### src/rtl/ir_fetch.sv
// rtl/ir_fetch.sv - instruction fetch stage: PC, memory req/ack fetch, IR and uPC map strobe
// Optional macro FETCH_TIMEOUT_EN adds an abort-on-timeout REQ counter and sticky fetch_err.
module ir_fetch #(
  parameter logic [7:0] RESET_PC = 8'h00,
  parameter int         TIMEOUT  = 15
) (
  input  logic       clk,
  input  logic       rst,
  input  logic       fetch_req,
  input  logic       pc_ld,
  input  logic [7:0] pc_in,
  output logic [7:0] mem_addr,
  output logic       mem_rd,
  input  logic       mem_ack,
  input  logic [7:0] mem_data,
  output logic [7:0] ir_out,
  output logic [3:0] map_addr,
  output logic       map_valid,
  output logic       busy,
  output logic       fetch_err
);

  typedef enum logic [1:0] {
    IDLE   = 2'b00,
    REQ    = 2'b01,
    MAP    = 2'b10,
    UNUSED = 2'b11
  } state_t;

  state_t     state, state_next;
  logic [7:0] pc, pc_next;
  logic [7:0] ir, ir_next;
  logic       timed_out;

  if (TIMEOUT < 1 || TIMEOUT > 255) begin : g_bad_timeout
    $error("ir_fetch: TIMEOUT must be in 1..255");
  end

`ifdef FETCH_TIMEOUT_EN
  localparam logic [7:0] TIMEOUT_LAST = 8'(TIMEOUT - 1);

  logic [7:0] wait_cnt;
  logic       err;

  // Counter sits at zero outside REQ, so it is already clear on entry.
  always_ff @(posedge clk or negedge rst) begin
    if (!rst) begin
      wait_cnt <= 8'h00;
      err      <= 1'b0;
    end else begin
      if (state != REQ)
        wait_cnt <= 8'h00;
      else if (!mem_ack)
        wait_cnt <= wait_cnt + 8'd1;
      if (timed_out)
        err <= 1'b1;
    end
  end

  assign timed_out = (state == REQ) && !mem_ack && (wait_cnt == TIMEOUT_LAST);
  assign fetch_err = err;
`else
  assign timed_out = 1'b0;
  assign fetch_err = 1'b0;
`endif

  always_ff @(posedge clk or negedge rst) begin
    if (!rst) begin
      state <= IDLE;
      pc    <= RESET_PC;
      ir    <= 8'h00;
    end else begin
      state <= state_next;
      pc    <= pc_next;
      ir    <= ir_next;
    end
  end

  always_comb begin
    state_next = state;
    pc_next    = pc;
    ir_next    = ir;
    mem_rd     = 1'b0;
    map_valid  = 1'b0;
    busy       = 1'b1;
    case (state)
      IDLE: begin
        busy = 1'b0;
        if (pc_ld)
          pc_next = pc_in;
        if (fetch_req)
          state_next = REQ;
      end
      REQ: begin
        mem_rd = 1'b1;
        // An ack arriving on the timeout edge still completes the fetch.
        if (mem_ack) begin
          ir_next    = mem_data;
          pc_next    = pc + 8'd1;
          state_next = MAP;
        end else if (timed_out) begin
          state_next = IDLE;
        end
      end
      MAP: begin
        map_valid  = 1'b1;
        state_next = IDLE;
      end
      default: state_next = IDLE;
    endcase
  end

  assign mem_addr = pc;
  assign ir_out   = ir;
  assign map_addr = ir[7:4];

endmodule

### config.mk
export PLATFORM = sky130hd
export DESIGN_NAME = ir_fetch
export DESIGN_NICKNAME = d
export VERILOG_FILES = /design/src/rtl/ir_fetch.sv
export SDC_FILE = /design/constraint.sdc
export NUM_CORES = 1
export LEC_CHECK = 0
export CELL_PAD_IN_SITES_DETAIL_PLACEMENT = 0
export CELL_PAD_IN_SITES_GLOBAL_PLACEMENT = 2
export CORE_UTILIZATION = 25
export DETAILED_ROUTE_END_ITERATION = 6
export GPL_TIMING_DRIVEN = 0
export PLACE_DENSITY = 0.85
export SLEW_MARGIN = 30
export SYNTH_ARGS = -nofsm -noshare
export SYNTH_HDL_FRONTEND = slang
export SYNTH_SLANG_ARGS = --single-unit
### constraint.sdc
create_clock -name clk -period 2.8 [get_ports clk]
set_input_delay 0.56 -clock clk [delete_from_list [all_inputs] [get_ports clk]]
set_output_delay 0.56 -clock clk [all_outputs]
set_load 0.02 [all_outputs]
==> reports/qor.csv <==
stage,metric,value,unit
run_status,status,"finished, final reports clean",
timing,fin crit share,84.4,%
critical_path,worst setup path start,state[1],
floorplan,initial core utilization,26.9,%
timing,final setup violation count,0,
global_routing,vias in the first global route,888,
global_routing,antenna violations before repair,0,
critical_path,Worst Path Required,2.24,ns
placed_design,GP Congestion,0.787,
timing,Slew Limit Fails,0,
pwr,leakage power,0.606,nW
logic_synthesis,"flops & latches, synth",18,
logic_synthesis,largest cells by area after synthesis,"dfrtp_1 (48%), mux2_2 (9.7%), buf_4 (4.0%)",
timing,Setup Skew,0.00393,ns
critical_path,r2r setup slk,1.33,ns
floorplan,Die ar.,3980,µm²
clock_tree,Resized cells post-CTS,0,
clock_tree,CTS H-tree lvls,1,
logic_synthesis,Mapped Area,933,µm²
timing,Fin Setup TNS,0,ns
final_layout,area grow syn2layout,56.7,%
floorplan,Chip Width,63.1,µm
placed_design,Placement Setup Slack,0.681,ns
critical_path,reg2reg path depth,5,
global_routing,global-route wire length before repair,4.04,mm
critical_path,WS Path Type,flop to output pin,
clock_tree,setup repair bufs after CTS,0,
global_routing,Overall Global Routing Usage,12.8,%
logic_synthesis,synthesized net count,110,
pwr,VDD IR max,489,µV
clock_tree,clk_lat worst skew,0.25,ns
clock_tree,"CTS clk-pin slew, worst paths",0.07,ns
timing,Least-Margin Pin Slew,0.808,ns
clock_tree,CTS Buf Count,3,
clock_tree,Root Driver,clkbuf_8,
clock_tree,TritonCTS clock tree,done,
logic_synthesis,yosys warns,0,
placed_design,Post-DP HPWL,1.72,mm
worst_hold_path,Worst Hold Path Cells,1,
logic_synthesis,post-synth top area cell,dfrtp_1,
critical_path,reg-to-reg endpoint,mem_addr[6],
pwr,Power per Cell Area,876,nW/µm²
logic_synthesis,Mapped Avg Cell Area,10.6,µm²
routing,Post-Route WL,2.27,mm
logic_synthesis,post-synthesis sequential area ratio,48.3,%
flow_run,maxcap violations,0,
logic_synthesis,Netlist cell types,28,
routing,# DRC,0,
critical_path,maximum fanout along the worst path,10,
floorplan,Core Footprint,3470,µm²
timing,f_max,0.423,GHz
routing,initial DRC count,58,
pwr,total design power,0.00128,W
routing,remaining antenna violation count,0,
routing,total number of vias,816,
timing,Fin. Hold Viols,0,
logic_synthesis,Synth top area share,48.3,%
routing,Pre-antenna DRT Iters,3,
clock_tree,hold-fix buffer count after cts,0,
worst_hold_path,worst min path class,flop to flop,
global_routing,gr ovfl total,0,
floorplan,Die Ht,63.1,µm
clock_tree,clk buf depth,2,
timing,PnR worst setup slack,0.438,ns
routing,WL per Instance,12.6,µm
critical_path,Worst EP arrival,1.80,ns
timing,WHS,0.519,ns
final_layout,share of post-route cells with drive strength above 1,22.4,%
critical_path,Worst R2R Start,mem_addr[0],
worst_hold_path,worst hold path endpoint,ir_out[0],
routing,Via density,4.53,
critical_path,crit end category,output pin,
final_layout,Antenna Cells,0,
timing,Rel. slew slack,46.0,%
logic_synthesis,Post-Syn Instances,88,
placed_design,# port buffers,43,
critical_path,Worst Setup Start Kind,flop,
worst_hold_path,hold path start,ir_out[0],
floorplan,I/O Pins,45,
floorplan,Cell Rows,21,
clock_tree,clock sink total,18,
timing,RSZ-0062 raised after global routing,no,
global_routing,pin count of the biggest net entering global routing,19,
final_layout,Layout Nets,158,
timing,"Min Clock Period, post-route",2.36,ns
-- layout by cell type, fill, tap and decap left out, types with 2 or more instances in the layout --
| cell type | count |
|---|---|
| clkdlybuf4s50_1 | 43 |
| dfrtp_1 | 18 |
| nand2_1 | 9 |
| mux2_2 | 8 |
| buf_4 | 5 |
| a21oi_2 | 4 |
| o21ai_0 | 4 |
| a2bb2oi_1 | 4 |
| a21oi_1 | 4 |
| mux2i_1 | 3 |
| o22ai_1 | 3 |
| inv_1 | 3 |
| clkbuf_8 | 3 |
| buf_2 | 2 |
| or2_2 | 2 |
| nand4_1 | 2 |
| nand3_1 | 2 |
| nor2_1 | 2 |
| o21ai_1 | 2 |
-- metrics by stage --
stage	cell area [µm²]	instances	util, %
finish	1460	180	42.2
floorplan	933	88	-
CTS	1460	180	42.2
global route	1460	180	42.2
detailed placement	1420	177	41.0
global placement	1420	177	41.0
-- layer usage --
| layer | wire [µm] | track usage (%) |
|---|---|---|
| met5 | 0 | 0 |
| met4 | 0 | 1.74 |
| met3 | 172 | 4.53 |
| met2 | 1070 | 22.2 |
| met1 | 1020 | 15.3 |
-- kinds of logic after synthesis --
group / share of synthesized area (%)
muxes: 12.9
AOI/OAI and AO/OA: 15.8
buffers and inverters: 7.51
DFF: 48.3
and+or+nand+nor: 13.8
adders and majority gates: 1.34
other: 0.402
-- critical path, stage by stage, from the launching register on --
cell and delay (ns):
dfrtp_1 0.43, and2b_4 0.30, buf_2 0.20, clkdlybuf4s50_1 0.63
-- power breakdown --
| group | internal (W) | switching [W] | leakage [nW] |
|---|---|---|---|
| sequential | 0.000351 | 0.0000980 | 0.209 |
| combinational | 0.000354 | 0.000303 | 0.376 |
| clock | 0.0000953 | 0.0000797 | 0.0216 |
| total | 0.000801 | 0.000481 | 0.606 |
-- synth_stat cells, drive strengths merged --
library cell	instances
dfrtp	18
a2bb2oi	4
o21ai	6
nand3	2
a31o	1
a21oi	8
o22ai	3
nand4	2
nor2b	1
mux2	8
nand2	10
ha	1
buf	8
and2b	2
mux2i	3
nor2	3
conb	1
and4	1
inv	3
or2	3
-- layout make-up --
cell class / count / area (µm²)
Timing Repair Buffer: 43 / 430
Tap cell: 46 / 57.6
Inverter: 3 / 11.3
Sequential cell: 18 / 450
Fill cell: 369 / 2010
Clock buffer: 3 / 41.3
Multi-Input combinational cell: 59 / 413
Buffer: 8 / 58.8
-- registers in the layout (all words and copies together), names as in the netlist --
signal	flops
ir_out	8
mem_addr	8
state	2
-- worst max path at each step --
stage,to,slack [ns]
2_1_floorplan,mem_addr[6],1.33
3_3_place_gp,mem_rd,0.70
3_5_place_dp,mem_rd,0.68
4_1_cts,mem_rd,0.41
5_1_grt,mem_rd,0.34
6_report,mem_rd,0.44
No activity file was read; power rests on OpenSTA's default activity.
